## src/rtl/fetch_unit_if.sv

```systemverilog
// rtl/fetch_unit_if.sv - fetch unit memory, redirect and decoder-side signal bundle
interface fetch_unit_if;
    logic        imem_req;
    logic [31:0] imem_addr;
    logic        imem_ack;
    logic [31:0] imem_rdata;
    logic        redirect;
    logic [31:0] redirect_pc;
    logic        instr_valid;
    logic [31:0] instr;
    logic [31:0] instr_pc;
    logic        instr_ready;

    modport master (
        output imem_req, imem_addr, instr_valid, instr, instr_pc,
        input  imem_ack, imem_rdata, redirect, redirect_pc, instr_ready
    );

    modport slave (
        input  imem_req, imem_addr, instr_valid, instr, instr_pc,
        output imem_ack, imem_rdata, redirect, redirect_pc, instr_ready
    );
endinterface

```

## src/rtl/fetch_unit.sv

```systemverilog
// rtl/fetch_unit.sv - PC owner issuing single-outstanding imem fetches into a small instruction FIFO
module fetch_unit #(
    parameter logic [31:0] RESET_PC   = 32'h0000_0000,
    parameter int          FIFO_DEPTH = 2
) (
    input  logic          clk,
    input  logic          reset,
    fetch_unit_if.master  bus
);
    localparam int              PTR_W = $clog2(FIFO_DEPTH);
    localparam logic [PTR_W:0]  DEPTH = (PTR_W+1)'(FIFO_DEPTH);
    localparam logic [31:0]     NOP   = 32'h0000_0013;

    typedef enum logic [1:0] {IDLE, WAIT, DROP} state_t;

    state_t            state, state_n;
    logic [31:0]       pc, pc_n;
    logic [31:0]       mem_instr [FIFO_DEPTH];
    logic [31:0]       mem_pc    [FIFO_DEPTH];
    logic [PTR_W-1:0]  wr_ptr, rd_ptr, rd_ptr_n;
    logic [PTR_W:0]    count, count_left, count_n;
    logic              push, pop, issue;
    logic [31:0]       head_instr, head_pc;

    always_comb begin
        pop        = bus.instr_valid && bus.instr_ready;
        push       = (state == WAIT) && bus.imem_ack && !bus.redirect;
        count_left = count - (PTR_W+1)'(pop);
        count_n    = bus.redirect ? '0 : count_left + (PTR_W+1)'(push);
        rd_ptr_n   = rd_ptr + PTR_W'(pop);

        pc_n = pc;
        if (bus.redirect)
            pc_n = {bus.redirect_pc[31:2], 2'b00};
        else if (push)
            pc_n = pc + 32'd4;

        // A redirect can start the new fetch at once unless a request is still
        // in flight without its ack; that one has to drain through DROP first.
        issue   = 1'b0;
        state_n = state;
        if (bus.redirect) begin
            if (state == IDLE || bus.imem_ack)
                issue = 1'b1;
            else
                state_n = DROP;
        end else begin
            case (state)
                IDLE:    issue = (count_n < DEPTH);
                WAIT:    if (bus.imem_ack) begin
                             issue   = (count_n < DEPTH);
                             state_n = IDLE;
                         end
                DROP:    if (bus.imem_ack) state_n = IDLE;
                default: state_n = IDLE;
            endcase
        end
        if (issue)
            state_n = WAIT;

        // Entry that will sit at the head after this cycle's push/pop.
        if (count_n == '0) begin
            head_instr = NOP;
            head_pc    = 32'h0;
        end else if (count_left == '0) begin
            head_instr = bus.imem_rdata;
            head_pc    = pc;
        end else begin
            head_instr = mem_instr[rd_ptr_n];
            head_pc    = mem_pc[rd_ptr_n];
        end
    end

    always_ff @(posedge clk) begin
        if (push) begin
            mem_instr[wr_ptr] <= bus.imem_rdata;
            mem_pc[wr_ptr]    <= pc;
        end
    end

    always_ff @(posedge clk) begin
        if (reset) begin
            state           <= IDLE;
            pc              <= RESET_PC;
            wr_ptr          <= '0;
            rd_ptr          <= '0;
            count           <= '0;
            bus.imem_req    <= 1'b0;
            bus.imem_addr   <= RESET_PC;
            bus.instr_valid <= 1'b0;
            bus.instr       <= NOP;
            bus.instr_pc    <= 32'h0;
        end else begin
            state           <= state_n;
            pc              <= pc_n;
            count           <= count_n;
            bus.imem_req    <= (state_n != IDLE);
            if (issue)
                bus.imem_addr <= pc_n;
            if (bus.redirect) begin
                wr_ptr <= '0;
                rd_ptr <= '0;
            end else begin
                wr_ptr <= wr_ptr + PTR_W'(push);
                rd_ptr <= rd_ptr_n;
            end
            bus.instr_valid <= (count_n != '0);
            bus.instr       <= head_instr;
            bus.instr_pc    <= head_pc;
        end
    end
endmodule

```

## src/flat_wrapper.sv

```systemverilog
// flat-port wrapper written by rule: the top's interface ports become plain ports
module fetch_unit_flat 
#(
    parameter logic [31:0] RESET_PC   = 32'h0000_0000,
    parameter int          FIFO_DEPTH = 2
)
  (clk, reset, bus_imem_req, bus_imem_addr, bus_instr_valid, bus_instr, bus_instr_pc, bus_imem_ack, bus_imem_rdata, bus_redirect, bus_redirect_pc, bus_instr_ready);
  fetch_unit_if bus_i ();
  input  logic clk;
  input  logic reset;
  output wire logic [$bits(bus_i.imem_req)-1:0] bus_imem_req;
  output wire logic [$bits(bus_i.imem_addr)-1:0] bus_imem_addr;
  output wire logic [$bits(bus_i.instr_valid)-1:0] bus_instr_valid;
  output wire logic [$bits(bus_i.instr)-1:0] bus_instr;
  output wire logic [$bits(bus_i.instr_pc)-1:0] bus_instr_pc;
  input wire logic [$bits(bus_i.imem_ack)-1:0] bus_imem_ack;
  input wire logic [$bits(bus_i.imem_rdata)-1:0] bus_imem_rdata;
  input wire logic [$bits(bus_i.redirect)-1:0] bus_redirect;
  input wire logic [$bits(bus_i.redirect_pc)-1:0] bus_redirect_pc;
  input wire logic [$bits(bus_i.instr_ready)-1:0] bus_instr_ready;
  assign bus_imem_req = bus_i.imem_req;
  assign bus_imem_addr = bus_i.imem_addr;
  assign bus_instr_valid = bus_i.instr_valid;
  assign bus_instr = bus_i.instr;
  assign bus_instr_pc = bus_i.instr_pc;
  assign bus_i.imem_ack = bus_imem_ack;
  assign bus_i.imem_rdata = bus_imem_rdata;
  assign bus_i.redirect = bus_redirect;
  assign bus_i.redirect_pc = bus_redirect_pc;
  assign bus_i.instr_ready = bus_instr_ready;
  fetch_unit #(.RESET_PC(RESET_PC), .FIFO_DEPTH(FIFO_DEPTH)) u_core (.clk(clk), .reset(reset), .bus(bus_i));
endmodule
```

## config.mk

```make
export PLATFORM = sky130hd
export DESIGN_NAME = fetch_unit_flat
export DESIGN_NICKNAME = d
export VERILOG_FILES = /design/src/rtl/fetch_unit_if.sv /design/src/rtl/fetch_unit.sv /design/src/flat_wrapper.sv
export SDC_FILE = /design/constraint.sdc
export NUM_CORES = 1
export LEC_CHECK = 0
export CAP_MARGIN = 10
export CELL_PAD_IN_SITES_DETAIL_PLACEMENT = 1
export CELL_PAD_IN_SITES_GLOBAL_PLACEMENT = 1
export CORE_MARGIN = 10
export CORE_UTILIZATION = 30
export DETAILED_ROUTE_END_ITERATION = 6
export PLACE_DENSITY = 0.57
export SLEW_MARGIN = 20
export SYNTH_ARGS = -nofsm -noshare
export SYNTH_HDL_FRONTEND = slang
export SYNTH_SLANG_ARGS = --single-unit
```

## constraint.sdc

```tcl
create_clock -name clk -period 9.37 [get_ports clk]
set_clock_uncertainty 0.2 [all_clocks]
set_input_delay 1.874 -clock clk [delete_from_list [all_inputs] [get_ports clk]]
set_output_delay 1.874 -clock clk [all_outputs]
set_load 0.02 [all_outputs]
```

* Word-level counts from Yosys, hierarchy flattened *
Memory sizes are Yosys's and may differ from the RTL's.
Cells that the tools add are included.

operators by class
  add/sub/neg operators = 5
  multiplexer cells = 16
  reductions and logical operators = 13
  order comparisons = 1
  equality and inequality tests = 2

operator list
  operator                                             count
  2-to-1 mux 32 bit                                    4
  adder 32 x 3 -> 32 bit, second input constant        1
  2-to-1 mux 2 bit                                     5
  zero test 2 bit                                      3
  OR reduction 2 bit                                   3
  2-to-1 mux 1 bit                                     5
  one-hot mux 2 bit (2 select lines)                   1
  nonzero test 2 bit                                   2
  logical AND 1 bit                                    3
  adder 1 bit                                          2
  adder 2 x 1 -> 2 bit                                 1
  equality test 2 x 1 -> 1 bit, second input constant  1
  equality test 2 bit, second input constant           1
  less-than comparator 2 bit, second input constant    1
  one-hot mux 1 bit (2 select lines)                   1
  subtractor 2 x 1 -> 2 bit                            1
  zero test 1 bit                                      1
  logical OR 1 bit                                     1

storage, ports and cells
  input bits = 69
  memories kept = 2
  memory bits (writable) = 128
  register bits after elaboration = 136

memory list
  name              depth  bits a word  rd ports  clocked after Yosys merged registers in  wr ports  RTL line          text
  u_core.mem_instr  2      32           1         0                                        1         fetch_unit.sv:18  logic [31:0] mem_instr [FIFO_DEPTH];
  u_core.mem_pc     2      32           1         0                                        1         fetch_unit.sv:19  logic [31:0] mem_pc [FIFO_DEPTH];

* Logic depth before layout (Yosys ltp) *
  depth in word-level cells = 11
  mapped depth = 11
  mapped depth without buffers = 10

* Worst setup path after synthesis *
OpenSTA, ideal clock, no wires.

  kind = input -> register
  from = in bus_redirect
  to = mem u_core.mem_instr[1][0] (enable)
  arrival time = 4.058 ns
  cell stages on the path = 4
  library setup time = 0.429 ns
  path buffers = 2
  path slack = 4.683 ns
  data required time = 8.741 ns
  cells stage by stage = clkbuf_1 > buf_1 > nor2_1 > ha_1

on the way
  word-level cells in the longest chain between the ends = 4

ends and longest elaborated chain
  element                                 RTL line            text
  start: declaration                      flat_wrapper.sv:18  input wire logic [$bits(bus_i.redirect)-1:0] bus_redirect;
  zero test 1 bit                         fetch_unit.sv:27    push = (state == WAIT) && bus.imem_ack && !bus.redirect;
  logical AND 1 bit                       fetch_unit.sv:27
  2-to-1 mux 1 bit                        fetch_unit.sv:75    if (push) begin
  2-to-1 mux 1 bit (implied by the code)  fetch_unit.sv:76    mem_instr[wr_ptr] <= bus.imem_rdata;
  end: declaration                        fetch_unit.sv:18

Every way passes these cells.

* Final worst setup path *
  from = in bus_imem_ack
  to = reg u_core.bus.imem_addr[0]

on the way
  word-level cells in the longest chain between the ends = 8
  elaborated cells between the ends (all ways) = 12
  those cells by class = add/sub: 1; order compare: 1; mux: 7; reduce/logical: 3

ends and longest elaborated chain
  element                             RTL line                            text
  start: declaration                  flat_wrapper.sv:16                  input wire logic [$bits(bus_i.imem_ack)-1:0] bus_imem_ack;
  logical AND 1 bit (2 in series)     fetch_unit.sv:27
  adder 2 x 1 -> 2 bit                fetch_unit.sv:29                    count_n = bus.redirect ? '0 : count_left + (PTR_W+1)'(push);
  2-to-1 mux 2 bit                    fetch_unit.sv:29
  less-than comparator 2 bit          fetch_unit.sv:49, fetch_unit.sv:51
  2-to-1 mux 1 bit                    fetch_unit.sv:50                    WAIT: if (bus.imem_ack) begin
  one-hot mux 1 bit (2 select lines)  fetch_unit.sv:48                    case (state)
  2-to-1 mux 1 bit                    fetch_unit.sv:42                    if (bus.redirect) begin
  end signal: assignment              fetch_unit.sv:99                    bus.imem_addr <= pc_n;
  end: declaration                    fetch_unit_if.sv:15                 output imem_req, imem_addr, instr_valid, instr, instr_pc,

Several ways; a longest one is shown, not always the timed one.
A chain may end at the register's enable or synchronous reset.

==> reports/summary.txt <==
==========================================================================================
Result of the run                                                                completed
Most repeated cell in the gate-level netlist after synthesis                  sky130_fd_sc_hd__dfxtp_1
Fin worst setup slack                                                             4.687 ns
Worst Max-Slew Pin Slew                                                          0.9993 ns
Layout overhead on the synthesized area                                             31.30%
Critical path class                                                                 in2reg
Worst setup SP type                                                             input port
Max H-tree Level                                                                         1
Commonest cells in the netlist                                                sky130_fd_sc_hd__dfxtp_1 (136), sky130_fd_sc_hd__edfxtp_1 (128), sky130_fd_sc_hd__nor2_1 (97), sky130_fd_sc_hd__a211oi_1 (72), sky130_fd_sc_hd__mux2i_1 (64)
Combined area of the multi-input logic cells                                      3137 µm²
Depth of the most critical reg-to-reg path                                              10
Maximum root-to-sink buffer count                                                        3
Post-CTS setup buffers                                                                   0
Nets                                                                                  1019
Final weighted congestion of routability-driven global placement                    0.7524
Antenna violations before repair                                                         0
Warnings, synthesis                                                                      0
Endpoint arrival time on the critical path                                         4.92 ns
Dominant cell type by count on the critical path                              sky130_fd_sc_hd__nor2_1
Number of buffers added on ports                                                       164
Placed inst area                                                                 12000 µm²
Fillcell total                                                                        3496
Share of flip-flops with an asynchronous set or reset                                    0
Via count of the first global-routing pass                                            7038
Register bit count reported by yosys                                                   264
Floorplan die area                                                               40590 µm²
Clock latency on the worst-skew pair                                               0.54 ns
Synthesized-area fraction occupied by xor and xnor cells                           0.02179
CP cell instances                                                             clkdlybuf4s50_1 > nand2_1 > nor2_1 > ha_1 > xnor3_1 > o2bb2ai_1 > buf_4 > nand2b_1 > nor2_1 > a22o_1
Starting density of the core                                                        0.3036
Path type of the worst min-delay path                                              reg2reg
Finish-stage setup viols                                                                 0
Synthesized cell area                                                             9878 µm²
Post-synthesis instance total                                                          783
Maximum number of pins on one net before global-route repair                            72
Final TNS setup                                                                       0 ns
Library cell used as clock root buffer                                        sky130_fd_sc_hd__clkbuf_16
Maximum fanout along the worst path                                                     15
Reg2reg end                                                                   u_core.bus.imem_addr[0]
Largest family of logic cells by synthesized area                             compound AO/OA/AOI/OAI gates
Syn_area_per_cell                                                                12.62 µm²
Kind of end point of the critical path                                                flop
Slew headroom                                                                       0.3282
Diode count                                                                              0
Average routed wire per standard cell                                             18.81 µm
Highest clock rate                                                               213.5 MHz
Max-Cap Viols                                                                            0
Drt drc                                                                                  0
First DRT Iteration DRCs                                                               347
Most used flip-flop cell after synthesis                                      sky130_fd_sc_hd__dfxtp_1
Post-Synth Adder-Cell Area                                                         0.01013
Clock edge transition at the registers on the reported setup and hold paths        0.05 ns
Global-route total usage across every layer                                         0.1280
RSZ-0062 raised after global routing                                                 false
Biggest area contributors in the synthesized netlist                          sky130_fd_sc_hd__edfxtp_1 (39%), sky130_fd_sc_hd__dfxtp_1 (28%), sky130_fd_sc_hd__mux2i_1 (6.5%)
Complex-gate fraction of the synthesized area                                       0.1099
Number of vias per cell after detailed routing                                       4.693
Synth area leader                                                             sky130_fd_sc_hd__edfxtp_1
Layout Cell Area excl Fill                                                       12970 µm²
Worst-case register-to-register setup slack                                        5.99 ns
Min-Delay Endpoint                                                            u_core.bus.imem_addr[16]
Vert. Die Dim                                                                     201.5 µm
Clk sink count                                                                         264
Share of cell area taken by muxes after synthesis                                  0.06827
Slew Limit Fails                                                                         0
Area used by sequential logic in the layout                                       6566 µm²
Register area share after synthesis                                                 0.6647
Maximum vdd ir drop                                                               120.4 µV
Number of flops mapped to enable cells by yosys                                        128
Fin crit share                                                                      0.4998
Startpoint of the worst register-to-register path                             u_core.state[0]
Final hold viol count                                                                    0
Required time of the critical path                                                 9.60 ns
Hold bufs inserted after CTS                                                             0
Horizontal die dimension                                                          201.5 µm
Routed vias                                                                           6608
Fraction of layout cells with a size suffix above 1                                0.06936
Global-route wire length before repair                                            41920 µm
Standby leakage power                                                          0.004759 µW
Pwr dens                                                                      205.3 nW/µm²
Final WL                                                                          26480 µm
Inserted Clock Buffers                                                                  31
First-pass iteration count of the detailed router                                        4
Post-synth cell types                                                                   55
Synth Area in Simple Gates                                                          0.1022
CTS tree                                                                             built
Number of resized instances in the post-cts repair step                                  0
Worst hold path depth                                                                    2
Max incr delay on CP                                                               0.61 ns
Area fraction of the dominant cell type after synthesis                             0.3891
Pre-CTS worst setup slack                                                         4.135 ns
Antenna-violating nets left                                                              0
Worst Hold Launch                                                             u_core.bus.imem_addr[16]
Slowest cell on the critical path                                             sky130_fd_sc_hd__clkdlybuf4s50_1
Site row count                                                                          66
Core box area                                                                    32540 µm²
Final HPWL from detailed placement                                                17370 µm
I/O pins                                                                               167
Total global routing overflow                                                            0
Final worst path period need                                                      4.683 ns
Post-Synthesis Net Count                                                               860
==========================================================================================
## sequential cells by signal, indices dropped and copies added (netlist names)
signal and flops:
u_core.bus.imem_addr 32, u_core.count 2, u_core.bus.instr 32, u_core.bus.instr_pc 32, u_core.wr_ptr 1, u_core.bus.instr_valid 1
u_core.rd_ptr 1, u_core.pc 32, u_core.bus.imem_req 1, u_core.mem_instr 64, u_core.state 2, u_core.mem_pc 64
## cell type report
type / instances / area share
flip-flops and latches: 264 / 0.5063
multi-input cells: 461 / 0.2418
repair buffers: 172 / 0.1312
clock buffers: 50 / 0.06994
well taps: 442 / 0.04264
clock inverters: 7 / 0.004631
inverters: 12 / 0.003473
## how the worst max path moves through the flow
stage                             from                       to  cells after the start
after floorplan           bus_redirect   u_core.mem_instr[1][0]                      4
after global placement    bus_imem_ack  u_core.bus.imem_addr[0]                     10
after detailed placement  bus_imem_ack  u_core.bus.imem_addr[1]                     10
after CTS                 bus_imem_ack  u_core.bus.imem_addr[0]                     10
after global routing      bus_imem_ack  u_core.bus.imem_addr[0]                     10
final                     bus_imem_ack  u_core.bus.imem_addr[0]                     10
## per-layer routing
layer / GRT usage / share of wire / up-vias
li1: - / - / 3240
met1: 0.1709 / 0.48 / 3217
met2: 0.2014 / 0.45 / 127
met3: 0.03759 / 0.061 / 24
met4: 0.02658 / 0.012 / 0
met5: 0 / 0 / -
## stage by stage
stage               hold slack, ns  utilization  cells  power, µW
detailed placement          0.2531       0.3689   1351       1556
CTS                         0.2693       0.3986   1408       2714
floorplan                   0.2237            -    783       1433
finish                      0.2665       0.3986   1408       2663
global route                0.2876       0.3986   1408       2786
global placement            0.2348       0.3689   1351       1553
## layout by cell type, fill, tap and decap left out, types with 3 or more instances in the layout
cell type,instances
sky130_fd_sc_hd__a211oi_1,72
sky130_fd_sc_hd__a21oi_1,9
sky130_fd_sc_hd__a22o_1,6
sky130_fd_sc_hd__a22oi_1,10
sky130_fd_sc_hd__a31o_2,3
sky130_fd_sc_hd__and2_1,9
sky130_fd_sc_hd__and3_1,6
sky130_fd_sc_hd__buf_4,8
sky130_fd_sc_hd__clkbuf_1,13
sky130_fd_sc_hd__clkbuf_16,31
sky130_fd_sc_hd__clkbuf_8,6
sky130_fd_sc_hd__clkdlybuf4s50_1,164
sky130_fd_sc_hd__clkinv_1,3
sky130_fd_sc_hd__dfxtp_1,136
sky130_fd_sc_hd__edfxtp_1,128
sky130_fd_sc_hd__ha_1,6
sky130_fd_sc_hd__inv_1,11
sky130_fd_sc_hd__mux2_2,3
sky130_fd_sc_hd__mux2i_1,64
sky130_fd_sc_hd__nand2_1,37
sky130_fd_sc_hd__nand2b_1,3
sky130_fd_sc_hd__nand3_1,11
sky130_fd_sc_hd__nand4_1,11
sky130_fd_sc_hd__nand4b_1,4
sky130_fd_sc_hd__nor2_1,97
sky130_fd_sc_hd__nor3_1,19
sky130_fd_sc_hd__o21ai_0,13
sky130_fd_sc_hd__o22a_1,5
sky130_fd_sc_hd__o22ai_1,10
sky130_fd_sc_hd__o31ai_1,4
sky130_fd_sc_hd__xnor2_1,7
sky130_fd_sc_hd__xor2_1,14
## where the power goes
| group | switching (µW) | internal, µW | leakage [µW] |
|---|---|---|---|
| combinational | 137 | 105 | 0.00201 |
| clock | 453 | 682 | 0.000471 |
| sequential | 32.6 | 1250 | 0.00228 |
## logic make-up (layout without fill, tap and decap cells)
family	Yosys count	in the layout
flip-flops	264	264
AND/OR/NAND/NOR	213	213
AO/OA/AOI/OAI	150	150
multiplexers	67	67
buffers and inverters	58	241
XOR/XNOR	23	23
adder cells (fa/ha/maj)	8	8
## critical path, delay by kind of cell
family / cells / cell delay (ns)
AND/OR/NAND/NOR: 4 / 1.19
buffers and inverters: 2 / 0.85
AO/OA/AOI/OAI: 2 / 0.42
adder cells (fa/ha/maj): 1 / 0.28
XOR/XNOR: 1 / 0.27
No activity file was read; power rests on OpenSTA's default activity.
